`config.mk`:
```
export PLATFORM = sky130hd
export DESIGN_NAME = led_shift_sequencer_flat
export DESIGN_NICKNAME = d
export VERILOG_FILES = /design/src/rtl/led_seq_pkg.sv /design/src/rtl/led_shift_sequencer_if.sv /design/src/rtl/led_tick_gen.sv /design/src/rtl/led_shift_sequencer.sv /design/src/flat_wrapper.sv
export SDC_FILE = /design/constraint.sdc
export NUM_CORES = 1
export LEC_CHECK = 0
export CAP_MARGIN = 10
export CELL_PAD_IN_SITES_DETAIL_PLACEMENT = 0
export CELL_PAD_IN_SITES_GLOBAL_PLACEMENT = 1
export CORE_MARGIN = 2
export CORE_UTILIZATION = 43
export CTS_CLUSTER_DIAMETER = 200
export CTS_CLUSTER_SIZE = 20
export DETAILED_ROUTE_END_ITERATION = 7
export PLACE_DENSITY = 0.78
export SLEW_MARGIN = 25
export SYNTH_ARGS = -nofsm -noshare
export SYNTH_HDL_FRONTEND = slang
export SYNTH_SLANG_ARGS = --single-unit
```
`constraint.sdc`:
```
create_clock -name clk -period 2.63 [get_ports clk]
set_input_delay 0.526 -clock clk [delete_from_list [all_inputs] [get_ports clk]]
set_output_delay 0.526 -clock clk [all_outputs]
set_load 0.02 [all_outputs]
```
`src/rtl/led_seq_pkg.sv`:
```
// Shared encodings and helpers for the LED shift sequencer.
package led_seq_pkg;

  localparam logic [1:0] OP_LOAD       = 2'd0;
  localparam logic [1:0] OP_SET_PERIOD = 2'd1;
  localparam logic [1:0] OP_START      = 2'd2;
  localparam logic [1:0] OP_STOP       = 2'd3;

  localparam int unsigned TICKS_PER_SEC  = 16;
  localparam logic [7:0]  DEFAULT_PERIOD = 8'd15;

  typedef enum logic {StStop, StRun} state_e;

  // dir: 0 rotates left, 1 rotates right
  function automatic logic [7:0] rotate(input logic [7:0] pat, input logic right);
    return right ? {pat[0], pat[7:1]} : {pat[6:0], pat[7]};
  endfunction

endpackage

```
`src/rtl/led_shift_sequencer_if.sv`:
```
// Host command port of the LED shift sequencer: valid/ready with op and data.
interface led_shift_sequencer_if;
  logic       cmd_valid;
  logic       cmd_ready;
  logic [1:0] cmd_op;
  logic [7:0] cmd_data;

  modport master (output cmd_valid, output cmd_op, output cmd_data, input cmd_ready);
  modport slave  (input cmd_valid, input cmd_op, input cmd_data, output cmd_ready);
endinterface

```
`src/rtl/led_tick_gen.sv`:
```
// Step timebase: prescaler of TICK_DIV cycles feeding a tick counter compared against period.
module led_tick_gen #(
  parameter int unsigned TICK_DIV = 10
) (
  input  logic       clk,
  input  logic       rst_n,
  input  logic       en,
  input  logic       clr,
  input  logic [7:0] period,
  output logic       step
);

  localparam int unsigned PresW = (TICK_DIV > 1) ? $clog2(TICK_DIV) : 1;

  logic [PresW-1:0] presc_q;
  logic [7:0]       cnt_q;
  logic             tick;

  assign tick = (presc_q == PresW'(TICK_DIV - 1));
  // >= so a period lowered below the running count fires on the next tick
  assign step = en && tick && (cnt_q >= period);

  always_ff @(posedge clk) begin
    if (!rst_n || clr || !en) begin
      presc_q <= '0;
      cnt_q   <= '0;
    end else begin
      presc_q <= tick ? '0 : presc_q + PresW'(1);
      if (tick) begin
        cnt_q <= (cnt_q >= period) ? 8'd0 : cnt_q + 8'd1;
      end
    end
  end

endmodule

```
`src/rtl/led_shift_sequencer.sv`:
```
// Command-driven 8-LED rotating shifter: FSM, command decode, pattern and step counting.
// Optional build macro LED_BOUNCE_EN adds direction reversal at the pattern ends.
module led_shift_sequencer
  import led_seq_pkg::*;
#(
  parameter int unsigned CLK_FREQ      = 25_000_000,
  parameter logic [7:0]  RESET_PATTERN = 8'b00011111
) (
  input  logic                        clk,
  input  logic                        rst_n,
  led_shift_sequencer_if.slave        cmd,
  output logic [7:0]                  leds,
  output logic                        running,
  output logic                        dir,
  output logic                        step_pulse,
  output logic                        cycle_done
);

  localparam int unsigned TickDiv = CLK_FREQ / TICKS_PER_SEC;

  state_e     state_q;
  logic [7:0] leds_q, period_q, next_leds;
  logic [2:0] steps_q;
  logic       ready_q, dir_q, pulse_q, done_q;
  logic       accept, ctrl_cmd, step_raw, step_fire;
`ifdef LED_BOUNCE_EN
  logic       bounce_q;
`endif

  assign accept    = cmd.cmd_valid && ready_q;
  // LOAD/START/STOP restart timing and take priority over a coincident step
  assign ctrl_cmd  = accept && (cmd.cmd_op != OP_SET_PERIOD);
  assign step_fire = step_raw && !ctrl_cmd;
  assign next_leds = rotate(leds_q, dir_q);

  led_tick_gen #(
    .TICK_DIV (TickDiv)
  ) u_tick_gen (
    .clk    (clk),
    .rst_n  (rst_n),
    .en     (state_q == StRun),
    .clr    (ctrl_cmd),
    .period (period_q),
    .step   (step_raw)
  );

  always_ff @(posedge clk) begin
    if (!rst_n) begin
      state_q  <= StStop;
      leds_q   <= RESET_PATTERN;
      period_q <= DEFAULT_PERIOD;
      steps_q  <= '0;
      ready_q  <= 1'b0;
      dir_q    <= 1'b0;
      pulse_q  <= 1'b0;
      done_q   <= 1'b0;
`ifdef LED_BOUNCE_EN
      bounce_q <= 1'b0;
`endif
    end else begin
      ready_q <= 1'b1;
      pulse_q <= 1'b0;
      done_q  <= 1'b0;
      if (step_fire) begin
        leds_q  <= next_leds;
        pulse_q <= 1'b1;
        steps_q <= steps_q + 3'd1;
        done_q  <= (steps_q == 3'd7);
`ifdef LED_BOUNCE_EN
        if (bounce_q && !dir_q && next_leds[7]) dir_q <= 1'b1;
        if (bounce_q && dir_q && next_leds[0])  dir_q <= 1'b0;
`endif
      end
      if (accept) begin
        unique case (cmd.cmd_op)
          OP_LOAD: begin
            leds_q  <= cmd.cmd_data;
            steps_q <= '0;
          end
          OP_SET_PERIOD: period_q <= cmd.cmd_data;
          OP_START: begin
            state_q <= StRun;
            dir_q   <= cmd.cmd_data[0];
            steps_q <= '0;
`ifdef LED_BOUNCE_EN
            bounce_q <= cmd.cmd_data[1];
`endif
          end
          OP_STOP: begin
            state_q <= StStop;
`ifdef LED_BOUNCE_EN
            bounce_q <= 1'b0;
`endif
          end
        endcase
      end
    end
  end

  assign cmd.cmd_ready = ready_q;
  assign leds          = leds_q;
  assign running       = (state_q == StRun);
  assign dir           = dir_q;
  assign step_pulse    = pulse_q;
  assign cycle_done    = done_q;

endmodule

```
`src/flat_wrapper.sv`:
```
// flat-port wrapper written by rule: the top's interface ports become plain ports
module led_shift_sequencer_flat import led_seq_pkg::*;
#(
  parameter int unsigned CLK_FREQ      = 25_000_000,
  parameter logic [7:0]  RESET_PATTERN = 8'b00011111
)
  (clk, rst_n, leds, running, dir, step_pulse, cycle_done, cmd_cmd_valid, cmd_cmd_op, cmd_cmd_data, cmd_cmd_ready);
  led_shift_sequencer_if cmd_i ();
  input  logic clk;
  input  logic rst_n;
  output logic [7:0] leds;
  output logic running;
  output logic dir;
  output logic step_pulse;
  output logic cycle_done;
  input wire logic [$bits(cmd_i.cmd_valid)-1:0] cmd_cmd_valid;
  input wire logic [$bits(cmd_i.cmd_op)-1:0] cmd_cmd_op;
  input wire logic [$bits(cmd_i.cmd_data)-1:0] cmd_cmd_data;
  output wire logic [$bits(cmd_i.cmd_ready)-1:0] cmd_cmd_ready;
  assign cmd_i.cmd_valid = cmd_cmd_valid;
  assign cmd_i.cmd_op = cmd_cmd_op;
  assign cmd_i.cmd_data = cmd_cmd_data;
  assign cmd_cmd_ready = cmd_i.cmd_ready;
  led_shift_sequencer #(.CLK_FREQ(CLK_FREQ), .RESET_PATTERN(RESET_PATTERN)) u_core (.clk(clk), .rst_n(rst_n), .cmd(cmd_i), .leds(leds), .running(running), .dir(dir), .step_pulse(step_pulse), .cycle_done(cycle_done));
endmodule
```
# Yosys cells after proc, flatten, opt, wreduce, memory -nomap -nowiden
# Cells that the tools add are included.
# classes
add_sub_neg,3
magnitude_cmp,1
eq_ne,6
mux,11
n_reduce_logical,18
# op_table
cell,count
2-to-1 mux 8 bit,5
adder 21 x 1 -> 21 bit (second input constant),1
equality test 21 bit (second input constant),1
2-to-1 mux 3 bit,3
adder 8 x 1 -> 8 bit (second input constant),1
>= comparator 8 bit,1
AND reduction 2 bit,4
logical AND 1 bit,5
equality test 2 bit (second input constant),2
OR reduction 2 bit,2
adder 3 x 1 -> 3 bit (second input constant),1
equality test 3 bit (second input constant),1
zero test 1 bit,3
equality test 2 x 1 -> 1 bit (second input constant),1
zero test 2 bit,1
logical OR 1 bit,2
2-to-1 mux 1 bit,2
inequality test 2 x 1 -> 1 bit (second input constant),1
one-hot mux 1 bit (2 select lines),1
nonzero test 2 bit,1
# totals
reg_bits,53
in_bits,13
output_inout_bits,13
wordCells,49

# Logic depth before layout (Yosys ltp)
# Gate-level depths: netlist of the first run.
# depth
depth_word,7
mapped_depth,8

# Modules after synthesis
# Synthesis of the first run repeated with hierarchy kept, for this count alone.
# unflattened
hier_cells,314
hier_area_um2,2673.8
# by_module_without_submodules
module,n_inst,cells_each,area_each_um2
led_tick_gen,1,191,1609.0
led_shift_sequencer,1,123,1064.8

# Least setup slack after synthesis of the first run
# OpenSTA, ideal clock, no wires.
# synth_path
path_type,reg-to-reg
startpoint,register u_core.u_tick_gen.cnt_q[0]
endpoint,"register u_core.leds_q[7], in the netlist u_core.leds[7]"
setup_time_ns,0.132
arrival_time_ns,1.728
required_time_ns,2.498
slack_ns,0.771
stages_incl_launch_ff,9
n_path_buf,1
synth_period_minus_slack_ns,1.859
cell_sequence,dfxtp_1 -> inv_1 -> ha_1 -> and3_1 -> o21ai_0 -> a31o_2 -> buf_1 -> o2bb2ai_1 -> a221oi_1
# synth_via
elab_chain_len,6
# synth_lines
item,line,rtl
start: declaration,led_tick_gen.sv:16,logic [7:0] cnt_q;
start signal: assignment,led_tick_gen.sv:30,cnt_q <= (cnt_q >= period) ? 8'd0 : cnt_q + 8'd1;
>= comparator 8 bit *,led_tick_gen.sv:21,assign step = en && tick && (cnt_q >= period);
logical AND 1 bit *,led_tick_gen.sv:21,
logical AND 1 bit *,led_shift_sequencer.sv:33,assign step_fire = step_raw && !ctrl_cmd;
2-to-1 mux 8 bit *,led_shift_sequencer.sv:64,if (step_fire) begin
2-to-1 mux 8 bit,led_shift_sequencer.sv:75,unique case (cmd.cmd_op)
2-to-1 mux 8 bit *,led_shift_sequencer.sv:74,if (accept) begin
end signal: assignment,led_shift_sequencer.sv:65,leds_q <= next_leds;
end signal: assignment,led_shift_sequencer.sv:77,leds_q <= cmd.cmd_data;
end: declaration,led_shift_sequencer.sv:22,"logic [7:0] leds_q, period_q, next_leds;"
# Mark *: on every way between the ends. The rest lies on a longest branch, timed or not.
# A chain may end at the register's enable or synchronous reset.

# Worst setup path in the final report of the first run
# layout_path
startpoint,register u_core.u_tick_gen.cnt_q[2]
endpoint,register u_core.u_tick_gen.cnt_q[1]
# layout_via
elab_chain_len,2
# layout_lines
item,line
>= comparator 8 bit,led_tick_gen.sv:30
2-to-1 mux 8 bit,led_tick_gen.sv:30
# Every way passes these cells.

==> results of run 1 <==
power by group:
| part | switching (mW) | internal [mW] | total [mW] |
|---|---|---|---|
| sequential | 0.0158 | 0.817 | 0.833 |
| combinational | 0.0610 | 0.0667 | 0.128 |
| clock | 0.265 | 0.311 | 0.575 |
routing by layer:
metal | share of wire, % | routed length [um]
met2 | 46 | 2891
met4 | 0.79 | 50
met5 | 0 | 0
met3 | 3.4 | 215
met1 | 50 | 3151
area by class of cell:
| type | count | area (um^2) | share of cell area, % |
|---|---|---|---|
| sequential | 53 | 1061 | 32.37 |
| multi-input combinational | 250 | 1623 | 49.50 |
| timing repair buffer | 35 | 325.3 | 9.924 |
| tap | 77 | 96.34 | 2.939 |
| clock buffer | 7 | 86.33 | 2.634 |
| inverter | 15 | 56.30 | 1.718 |
| clock inverter | 1 | 30.03 | 0.9160 |
cell usage after synthesis, drive strengths merged, types with 2 or more instances:
library cell / n / share of area [%]
o2bb2ai: 6 / 1.9
inv: 15 / 2.0
nor2: 34 / 4.5
nand4: 12 / 2.7
mux2i: 6 / 2.1
nor2b: 4 / 0.89
or3: 2 / 0.45
a21oi: 11 / 2.0
o211ai: 5 / 1.3
and3: 7 / 1.6
nand3: 28 / 5.2
o311ai: 5 / 1.6
o2111a: 3 / 1.2
xor2: 9 / 2.8
ha: 12 / 5.3
a311oi: 2 / 0.62
o21a: 2 / 0.53
nor3: 6 / 1.1
clkbuf: 7 / 0.94
dfxtp: 53 / 38
a211oi: 5 / 1.3
nor4: 4 / 1.1
and4: 6 / 2.0
xnor2: 9 / 2.8
a21boi: 7 / 2.3
nand2: 37 / 4.9
and2: 4 / 0.89
o21ai: 6 / 1.1
a2bb2oi: 5 / 1.6
buf: 8 / 1.4
mux2: 5 / 2.0
registers in the layout, indices dropped and copies added (netlist names):
name                       cells
u_core.leds                    8
u_core.step_pulse              1
u_core.cycle_done              1
u_core.period_q                8
u_core.steps_q                 3
u_core.u_tick_gen.presc_q     21
u_core.dir                     1
u_core.running                 1
u_core.u_tick_gen.cnt_q        8
u_core.cmd.cmd_ready           1
worst max-delay path: cells and delay by family (launching register included):
| kind | cells | cell delay (ns) |
|---|---|---|
| buffers and inverters | 1 | 0.24 |
| DFF | 1 | 0.45 |
| and+or+nand+nor | 2 | 0.29 |
| AOI/OAI and AO/OA | 3 | 0.80 |
| adders and majority gates | 1 | 0.28 |
kinds of logic after synthesis:
family,Yosys count,share of synthesized area (%)
buffers and inverters,30,4.369
flip-flops,53,37.81
AO/OA/AOI/OAI,62,16.72
multiplexers,11,4.146
XOR/XNOR,18,5.618
AND/OR/NAND/NOR,147,25.99
adder cells (fa/ha/maj),12,5.350
metrics by stage:
| stage | instance area, um^2 | worst slack [ns] | util, % | instances |
|---|---|---|---|---|
| finish | 3278 | 0.4927 | 51.92 | 438 |
| global route | 3278 | 0.2714 | 51.92 | 438 |
| CTS | 3278 | 0.4813 | 51.92 | 438 |
| detailed placement | 3162 | 0.2482 | 50.08 | 430 |
| global placement | 3162 | 0.2930 | 50.08 | 430 |
| floorplan | 2806 | 0.7706 | - | 333 |
worst min-delay path by stage:
stage,to,cells past startpoint,startpoint
after floorplan,u_core.steps_q[1]$_SDFF_PN0_,2,u_core.steps_q[1]$_SDFF_PN0_
after global placement,u_core.steps_q[1]$_SDFF_PN0_,2,u_core.steps_q[1]$_SDFF_PN0_
after detailed placement,u_core.period_q[6]$_SDFFE_PN0P_,2,u_core.period_q[6]$_SDFFE_PN0P_
after CTS,u_core.period_q[6]$_SDFFE_PN0P_,2,u_core.period_q[6]$_SDFFE_PN0P_
after global routing,u_core.period_q[6]$_SDFFE_PN0P_,2,u_core.period_q[6]$_SDFFE_PN0P_
final,u_core.steps_q[1]$_SDFF_PN0_,2,u_core.steps_q[1]$_SDFF_PN0_
==> impl.org, run 1 <==
** GRT
- Entering global routing, the biggest net connects 22 pins.
- The initial antenna violation count came to 0.
- First-pass GRT wire length :: 10890 um
- GRT Total Usage :: 18.72%
- Global routing used 25.93% of the available met1 tracks.
- After global routing the overflow that remains totals 0.
- For this run, global-route usage on met2 was measured as 29.85%.
- Number of global-route vias before repair :: 2280
- For this run, global-route usage on met3 was measured as 4.818%.
- Global routing's busiest layer :: met2

** Finish
- At the end of the flow, the number of nets in the layout was 385.
- Most frequent cells in the layout :: 53 x dfxtp_1, 37 x nand2_1, 34 x nor2_1
- Syn-to-layout area delta :: 16.81%
- Filler cell count :: 613
- Fraction of final layout cells sized beyond drive strength 1 :: 7.756%
- Leaving out fill and tap cells, the most frequent cell in the layout is dfxtp_1.
- Antenna Cells :: 0

** Route
- Routed vias/inst :: 5.491
- Dividing the detail-routed wire length by the instance count gives 14.40 um.
- The first detailed-routing pass took 5 iterations.
- For this block, the initial DRC count from the detailed router was 158.
- Total detailed-routing wirelength :: 6309 um
- For this block, the via count after detailed routing is 2405.
- Antenna viol nets, final :: 0
- For this run, design rule violations remaining after detail routing come to 0.

** Place
- The congestion estimate from routability-driven global placement came to 0.7680.
- Detailed placer's ending HPWL :: 4626 um
- Buffers placed on the I/O ports in this run total 25.

** Logic synthesis
- Yosys mapped the design onto 46 distinct sky130hd cell types.
- Count of flip-flops with a built-in enable after synthesis :: 0
- In the synthesized netlist the async set-or-reset flop fraction comes to 0%.
- Most used flip-flop cell after synthesis :: dfxtp_1
- Register bit count reported by yosys :: 53
- Proportion of synthesized chip area in sequential cells :: 37.81%
- Synth Instances :: 333
- Counting every net in the synthesized netlist gives 358.
- Averaged over all synthesized cells, the footprint is 8.428 um^2.
- In this run the cell area of the synthesized design comes to 2806 um^2.
- Yosys printed 0 warnings.

** Power and ir drop
- Worst supply voltage drop on vdd :: 0.3061 mV
- Static Leak :: 1.131 nW
- Total power for the finished layout comes to 1.536 mW.
- Power density relative to cell area :: 468.5 nW/um^2

** Outcome
- Run status :: completed

** Clocking
- Number of buffers on the longest clock path :: 2
- CTS Root Cell :: clkbuf_8
- Post-CTS Setup Repair Bufs :: 0
- For this design, the sink count on the clock tree is 53.
- Clock tree from TritonCTS :: yes
- Buffers inserted during clock tree synthesis total 5.
- In this run the number of H-tree levels came out at 2.
- Clock latency on the worst-skew pair :: 0.30 ns
- Post-CTS clock slew at the launch and capture registers of the worst setup and hold paths :: 0.09 ns
- In this run, post-CTS hold repair placed 0 buffers.
- The number of gates resized after CTS was 0.

** Setup path
- Reg2Reg Depth :: 7
- Walking the worst path, the cells encountered are ha_1 -> and3_1 -> o21ai_0 -> a31o_2 -> buf_4 -> nand4_1 -> a21oi_1.
- Along the worst path, the maximum fanout reaches 15.
- The slowest stage of the critical path is the dfxtp_1 cell.
- Critical path endpoint category :: register
- At the worst endpoint, the arrival time is 2.37 ns.
- Capture instance of the worst register-to-register path :: u_core.u_tick_gen.cnt_q[1]$_SDFFE_PP0N_
- Tracing the worst setup path back leads to its startpoint at u_core.u_tick_gen.cnt_q[2]$_SDFFE_PP0N_.
- Setup Crit Path Kind :: reg -> reg
- In this run the worst setup path terminates at u_core.u_tick_gen.cnt_q[1]$_SDFFE_PP0N_.
- In this run the critical register-to-register path is launched from u_core.u_tick_gen.cnt_q[2]$_SDFFE_PP0N_.
- Crit path launch type :: register
- For the worst setup path, the data required time is 2.87 ns.
- Flop-to-flop setup slack :: 0.49 ns
- In this design, the stage delay of the slowest critical-path cell is 0.45 ns.

** Die
- Core area :: 6314 um^2
- DIE HEIGHT :: 84.79 um
- Rows :: 29
- I/O pin cnt :: 26
- Initial cell density of the core :: 44.45%
- Area of the die :: 7189 um^2
- Horizontal die dimension :: 84.79 um

** Timing
- Minimum hold slack :: 0.4689 ns
- The clock arrives with 0.005451 ns of skew.
- The worst path in the final design needs a cycle of 2.137 ns, including I/O delays and setup.
- Total count of max-transition violations in the final report :: 0
- Headroom to the max-slew limit :: 64.55%
- At the pin with the least slew margin, the transition time is 0.5278 ns.
- The final critical path takes up 81.27% of the cycle.
- Fin Setup TNS :: 0 ns
- Fmax :: 467.9 MHz
- Setup repair after global routing left no endpoint under its margin.
- The final count of hold timing violations was 0.
- Total setup violations reported at the end of the flow :: 0

** Worst hold path
- Type of the worst min-delay path :: reg -> reg

** Flow run
- Max-cap violations in this run came to 0.
(Power assumes the default switching activity.)
==> inputs of run 2 (changes only) <==
Clock period 2.63 ns to 2.1 ns, I/O delays scaled along.
==> run 2 against run 1 <==
- sequential cell count unchanged
- first-iteration DRC count shrank 22%
- via count rose by 4.4%
- core utilization up 1.2 points
- cell count increased by 3.0%
- worst setup slack worse by 0.36 ns
- wire length grew 1.8%
- critical path type unchanged
- largest cell class unchanged
==> impl.org, run 2 (synthesis results as in run 1) <==
** Clocking
- TritonCTS built the clock tree.
- In this run the deepest clock path goes through 2 buffers.
- The clock drives 53 sinks.
- CTS Root Cell :: clkbuf_8
- The H-tree generated during clock tree synthesis spans 2 levels.
- Clock latency on the worst-skew pair :: 0.31 ns
- Post-CTS Hold Buffers :: 0
- Number of buffers inserted during clock tree synthesis :: 5
- Clock-pin slew was measured on the worst setup and hold paths at 0.10 ns.

** Route
- The pre-antenna-repair detailed-routing pass consisted of 4 iterations.
- Routed vias/inst :: 5.565
- Total via count after detailed routing :: 2510
- Initial DRC Count :: 124
- In the routed design, unresolved DRC markers number 0.
- Total detailed-routing wirelength :: 6422 um
- In this run the remaining antenna-violating nets after routing total 0.
- Routed length per instance :: 14.24 um

** Power and ir drop
- Net switching is 23.88% of the power.
- For this design the static power due to leakage is 1.189 nW.
- Dividing total power by cell area gives a power density of 521.4 nW/um^2.
- Internal power of the cells :: 1.332 mW
- VDD sags by at most 0.3179 mV.
- In this run, the combinational gates consume 9.6% of the power.
- Registers are responsible for 59.6% of the overall power.
- Pwr Total :: 1.750 mW
- Clock share of power :: 30.8%
- In this run the power spent charging and discharging nets is 417.9 uW.

** Setup path
- In this run the worst path has a maximum fanout of 5.
- The worst setup path is launched from a register.
- Flop-to-flop setup slack :: 0.13 ns
- Arrival time reported for the critical path endpoint :: 2.17 ns
- At the worst endpoint, the required time is 2.30 ns.
- The worst setup path is captured at a register.
- Reg2Reg Depth :: 8
- In this run the critical register-to-register path is captured at u_core.u_tick_gen.cnt_q[6]$_SDFFE_PP0N_.
- Setup Crit Path Kind :: reg -> reg
- Tracing the worst setup path back leads to its startpoint at u_core.period_q[1]$_SDFFE_PN1P_.
- In this run the critical register-to-register path is launched from u_core.period_q[1]$_SDFFE_PN1P_.

** Finish
- Leaving out fill and tap cells, the most frequent cells in the layout are 53 x dfxtp_1, 37 x nand2_1, 34 x nor2_1.
- The register with the most flip-flops in the final layout is u_core.u_tick_gen.presc_q.
- Commonest non-fill, non-tap cell in the layout :: dfxtp_1
- Filler cell count :: 646
- In the final layout, the share of cells above drive strength 1 is 11.23%.
- The area growth from synthesis to layout is 19.62%.
- The net count of the finished layout is 400.
- Number of flip-flops under the largest register name :: 21
- The number of antenna diodes in the final layout is 0.

** Flow run
- Number of max-cap violations :: 0

** Timing
- Setup repair after global routing left no endpoint under its margin.
- Final Hold Viols :: 0
- Dividing the final minimum period by the clock period gives 93.78%.
- Fmax :: 507.8 MHz
- Setup slack on the critical path of the routed design comes to 0.1305 ns.
- Fin Setup TNS :: 0 ns
- Setup violations remaining at the end of the flow were counted as 0.
- Total count of max-transition violations in the final report :: 0
- Measured against its own limit, the worst slew margin works out to 68.03%.
- Counting I/O delays and the setup requirement, the final critical path takes 1.969 ns.
- Minimum hold slack :: 0.4653 ns
- Across the routed clock network, the largest skew measured is 0.01009 ns.
- At the pin with the least slew margin, the transition time is 0.4773 ns.

** Die
- Rows :: 29
- Initial cell density of the core :: 44.45%
- Area of the die :: 7189 um^2
- 26 I/O pins were placed.
- Core area :: 6314 um^2
- Horizontal die dimension :: 84.79 um
- DIE HEIGHT :: 84.79 um

** Place
- Post-placement setup slack :: 0.01144 ns
- Detailed placement ended at an HPWL of 4606 um.
- Last weighted congestion value of the routability-driven placer :: 0.9058
- Number of buffer cells added on primary ports :: 25

** Worst hold path
- The startpoint identified for the worst hold timing path is u_core.period_q[7]$_SDFFE_PN0P_.
- Type of the worst min-delay path :: reg -> reg
- The worst hold path terminates at u_core.period_q[7]$_SDFFE_PN0P_.
- The worst hold path passes through 2 cells.

** GRT
- Antenna violations before repair :: 0
- The number of global-route vias before repair came to 2278.
- Pin count of the biggest net entering global routing :: 22
- Global routing used 18.37% of the available tracks across all layers.
- First-pass GRT wire length :: 10870 um
- For this run the aggregate overflow at the end of global routing stands at 0.

** Outcome
- Run status :: completed
-- run 2: layer usage --
metal  vias to the layer above  routed length, um  GRT usage [%]
li1                       1290                  -              -
met3                         6                200          3.540
met5                         -                  0              0
met1                      1178               3206          26.28
met4                         0                 68          4.473
met2                        36               2947          28.63
-- run 2: through the flow --
step,cells,util [%],cell area [um^2]
after floorplan,333,-,2806
after global placement,442,51.51,3252
after detailed placement,442,51.51,3252
after CTS,448,52.68,3326
after global routing,451,53.17,3357
final,451,53.17,3357
-- run 2: worst max path at each step --
stage | depth (start not counted) | end
after floorplan | 8 | u_core.leds[7]$_SDFF_PN0_
after global placement | 6 | u_core.leds[6]$_SDFF_PN0_
after detailed placement | 6 | u_core.leds[5]$_SDFF_PN0_
after CTS | 8 | u_core.u_tick_gen.cnt_q[7]$_SDFFE_PP0N_
after global routing | 8 | u_core.u_tick_gen.cnt_q[6]$_SDFFE_PP0N_
final | 8 | u_core.u_tick_gen.cnt_q[6]$_SDFFE_PP0N_
-- run 2: area by class of cell --
| type | instances | area, um^2 | share of cell area [%] |
|---|---|---|---|
| tap | 77 | 96.34 | 2.870 |
| multi-input combinational | 250 | 1632 | 48.60 |
| clock buffer | 5 | 68.82 | 2.050 |
| sequential | 53 | 1061 | 31.61 |
| clock inverter | 1 | 5.005 | 0.1491 |
| inverter | 15 | 56.30 | 1.677 |
| timing repair buffer | 50 | 437.9 | 13.05 |
-- run 2: what timing repair did --
| action | CTS | global route |
|---|---|---|
| setup buffers | 0 | 3 |
| hold endpoints to repair | 0 | 0 |
| endpoints found under the setup margin | 0 | 12 |
| gates resized for setup | 0 | 1 |
-- run 2: power by group through the flow --
stage | logic, mW | clock network, mW | registers (mW)
final | 0.168 | 0.540 | 1.04
after global routing | 0.184 | 0.599 | 1.05
after CTS | 0.169 | 0.566 | 1.04
after detailed placement | 0.168 | 0 | 1.07
after global placement | 0.167 | 0 | 1.07
after floorplan | 0.0715 | 0 | 1.08
-- run 2: worst max-delay path: stages (launching register included) --
cell and delay, ns:
dfxtp_1 0.33, inv_1 0.06, ha_1 0.29, nor2b_1 0.14, o211ai_1 0.13, a31oi_1 0.45
buf_4 0.23, a2bb2oi_1 0.17, a21oi_1 0.08
==> inputs of run 3 (changes only) <==
Clock period 2.1 ns to 1.9 ns, I/O delays scaled along.
==> run 3 against run 2 <==
- global-route usage is 0.58 points higher
- core utilization is 3.5 points higher
- sequential power is 11% higher
- largest power group unchanged
- highest routed layer unchanged
==> impl.org, run 3 (synthesis results as in run 1) <==
** Die
- In this run the count of I/O pins placed on the die edge is 26.
- After floorplanning, the core was divided into 29 placement rows.
- Core area :: 6314 um^2
- DIE HEIGHT :: 84.79 um
- Horizontal die dimension :: 84.79 um
- The initial utilization of the core area, before any placement, comes to 44.45%.
- The die covers 7189 um^2.

** Setup path
- The largest single stage delay on the critical path is 0.32 ns.
- Setup Crit Path Kind :: reg -> reg
- Data on the critical path is required at its endpoint by 2.15 ns.
- Traced cell by cell, the critical path runs through inv_1 -> ha_4 -> and3_4 -> o21ai_4 -> a31o_4 -> buf_6 -> a21boi_4 -> mux2i_1.
- Arrival time reported for the critical path endpoint :: 2.06 ns
- Startpoint of the worst setup timing path :: u_core.period_q[2]$_SDFFE_PN1P_
- Highest net fanout along the worst path :: 6
- Critical path endpoint category :: register
- Worst reg2reg path startpoint :: u_core.period_q[2]$_SDFFE_PN1P_
- CP max stage cell :: dfxtp_2
- The worst setup path is launched from a register.

** GRT
- The initial antenna violation count was 0.
- Pin count of the biggest net entering global routing :: 22
- The first global-routing pass estimated 11210 um of wire.
- Overall overflow remaining after global route :: 0
- In the global route stage, overall resource usage came out at 18.95%.
- Number of global-route vias before repair :: 2397

** Route
- Before antenna repair, the detailed router went through 4 iterations.
- Initial DRC Count :: 91
- In this run the remaining antenna-violating nets after routing total 0.
- Routed vias/inst :: 5.458
- The routed layout has 2527 vias.
- Routed length per instance :: 14.41 um
- Post-detailed-route DRC marker count :: 0
- Wires add up to 6672 um.

** Power and ir drop
- Logic gate share of total power :: 10.0%
- Power spread over the standard cell area amounts to 562.2 nW/um^2.
- Share of power burned in registers :: 57.3%
- Internal power of the cells :: 1.502 mW
- Switching Fraction :: 25.40%
- Switching pwr :: 511.4 uW
- In this run the static leakage power is 1.260 nW.
- VDD sags by at most 0.4082 mV.
- The clock network is responsible for 32.7% of the overall power.

** Worst hold path
- In this run the worst hold path is classified as reg -> reg.
- Hold Startpoint :: u_core.period_q[7]$_SDFFE_PN0P_

** Outcome
- The run finished with clean final reports.

** Timing
- In this run the tightest slew margin relative to its limit is 70.93%.
- Post-layout min period :: 1.814 ns
- The final count of hold timing violations was 0.
- Fmax :: 551.1 MHz
- Hold is met by 0.4660 ns.
- Total setup violations reported at the end of the flow :: 0
- Setup slack closes at 0.08555 ns.
- Setup repair after global routing left no endpoint under its margin.
- Total count of max-transition violations in the final report :: 0
- Slew at the pin closest to its max-slew limit :: 0.4342 ns
- Period Utilization, post-route :: 95.50%
- The clock arrives with 0.005780 ns of skew.

** Clocking
- Post-CTS Hold Buffers :: 0
- Post-CTS clock slew at the launch and capture registers of the worst setup and hold paths :: 0.10 ns
- Clock latency on the worst-skew pair, taken at its later pin, is 0.31 ns.
- In this run the number of H-tree levels came out at 2.
- Buffers inserted during clock tree synthesis total 5.
- Clock Sink Count :: 53
- In this run the deepest clock path goes through 2 buffers.
- CTS Root Cell :: clkbuf_8
- TritonCTS built the clock tree.

** Finish
- In the final layout, the share of cells above drive strength 1 is 18.39%.
- The filler cells instantiated in the layout total 627.
- Syn-to-layout area delta :: 27.60%
- The register with the most flip-flops in the layout has 21 of them.
- Antenna Cells :: 0
- Register bank with the most flops :: u_core.u_tick_gen.presc_q
- Commonest non-fill, non-tap cell in the layout :: dfxtp_1
- Most frequent cells in the layout :: 48 x dfxtp_1, 37 x nand2_1, 34 x nor2_1
- Final layout net count :: 410
- Utilization after layout :: 56.72%

** Place
- Number of buffer cells added on primary ports :: 25
- Detailed placer's ending HPWL :: 4746 um
- At the end of routability-driven placement, the weighted congestion stood at 0.8673.
- Before CTS, the worst setup slack after placement is -0.1313 ns.

** Flow run
- Number of max-cap violations :: 0
## run 3: final timing paths
| check | cells past startpoint | endpoint | slack, ns |
|---|---|---|---|
| worst max-delay path | 8 | u_core.steps_q[2]$_SDFF_PN0_ | 0.09 |
| worst min-delay path | 2 | u_core.period_q[7]$_SDFFE_PN0P_ | 0.47 |
| worst max register to register | 8 | u_core.steps_q[2]$_SDFF_PN0_ | 0.09 |
| worst min register to register | 2 | u_core.period_q[7]$_SDFFE_PN0P_ | 0.47 |
## run 3: worst max-delay path: cells and delay by family, from the launching register on
kind	cells	cell delay [ns]
flip-flops	1	0.32
multiplexers	1	0.20
buffers and inverters	2	0.20
AND/OR/NAND/NOR	1	0.19
AO/OA/AOI/OAI	3	0.57
adder cells (fa/ha/maj)	1	0.27
## run 3: layout make-up
cell class	instances	area (um^2)	share of cell area (%)
inverters	15	56.30	1.572
well taps	77	96.34	2.690
flip-flops and latches	53	1067	29.80
clock buffers	5	68.82	1.922
repair buffers	60	554.3	15.48
clock inverters	3	21.27	0.5940
multi-input cells	250	1717	47.94
## run 3: through the flow
step / TNS (ns) / power [mW] / instances / instance area, um^2
after global routing: 0 / 2.100 / 463 / 3581
after detailed placement: -0.9499 / 1.372 / 452 / 3364
after global placement: -0.3946 / 1.371 / 452 / 3364
final: 0 / 2.013 / 463 / 3581
after floorplan: 0 / 1.270 / 333 / 2806
after CTS: 0 / 2.030 / 460 / 3455
## run 3: power by group through the flow
stage / registers (mW) / clock network, mW / logic [mW]
2_1_floorplan: 1.19 / 0 / 0.0790
3_3_place_gp: 1.18 / 0 / 0.192
3_5_place_dp: 1.18 / 0 / 0.194
4_1_cts: 1.15 / 0.683 / 0.195
5_1_grt: 1.16 / 0.724 / 0.219
6_report: 1.15 / 0.659 / 0.201
## run 3: metal layers
metal / GRT usage (%) / share of wire (%)
met5: 0 / 0
met1: 25.66 / 48
met4: 4.762 / 0.76
met2: 31.57 / 49
met3: 3.147 / 2.3
## run 3: timing repair
action / CTS / global route
resized for setup: 1 / 21
setup endpoints to repair: 6 / 20
pin swaps: 1 / 8
setup buffers: 0 / 3
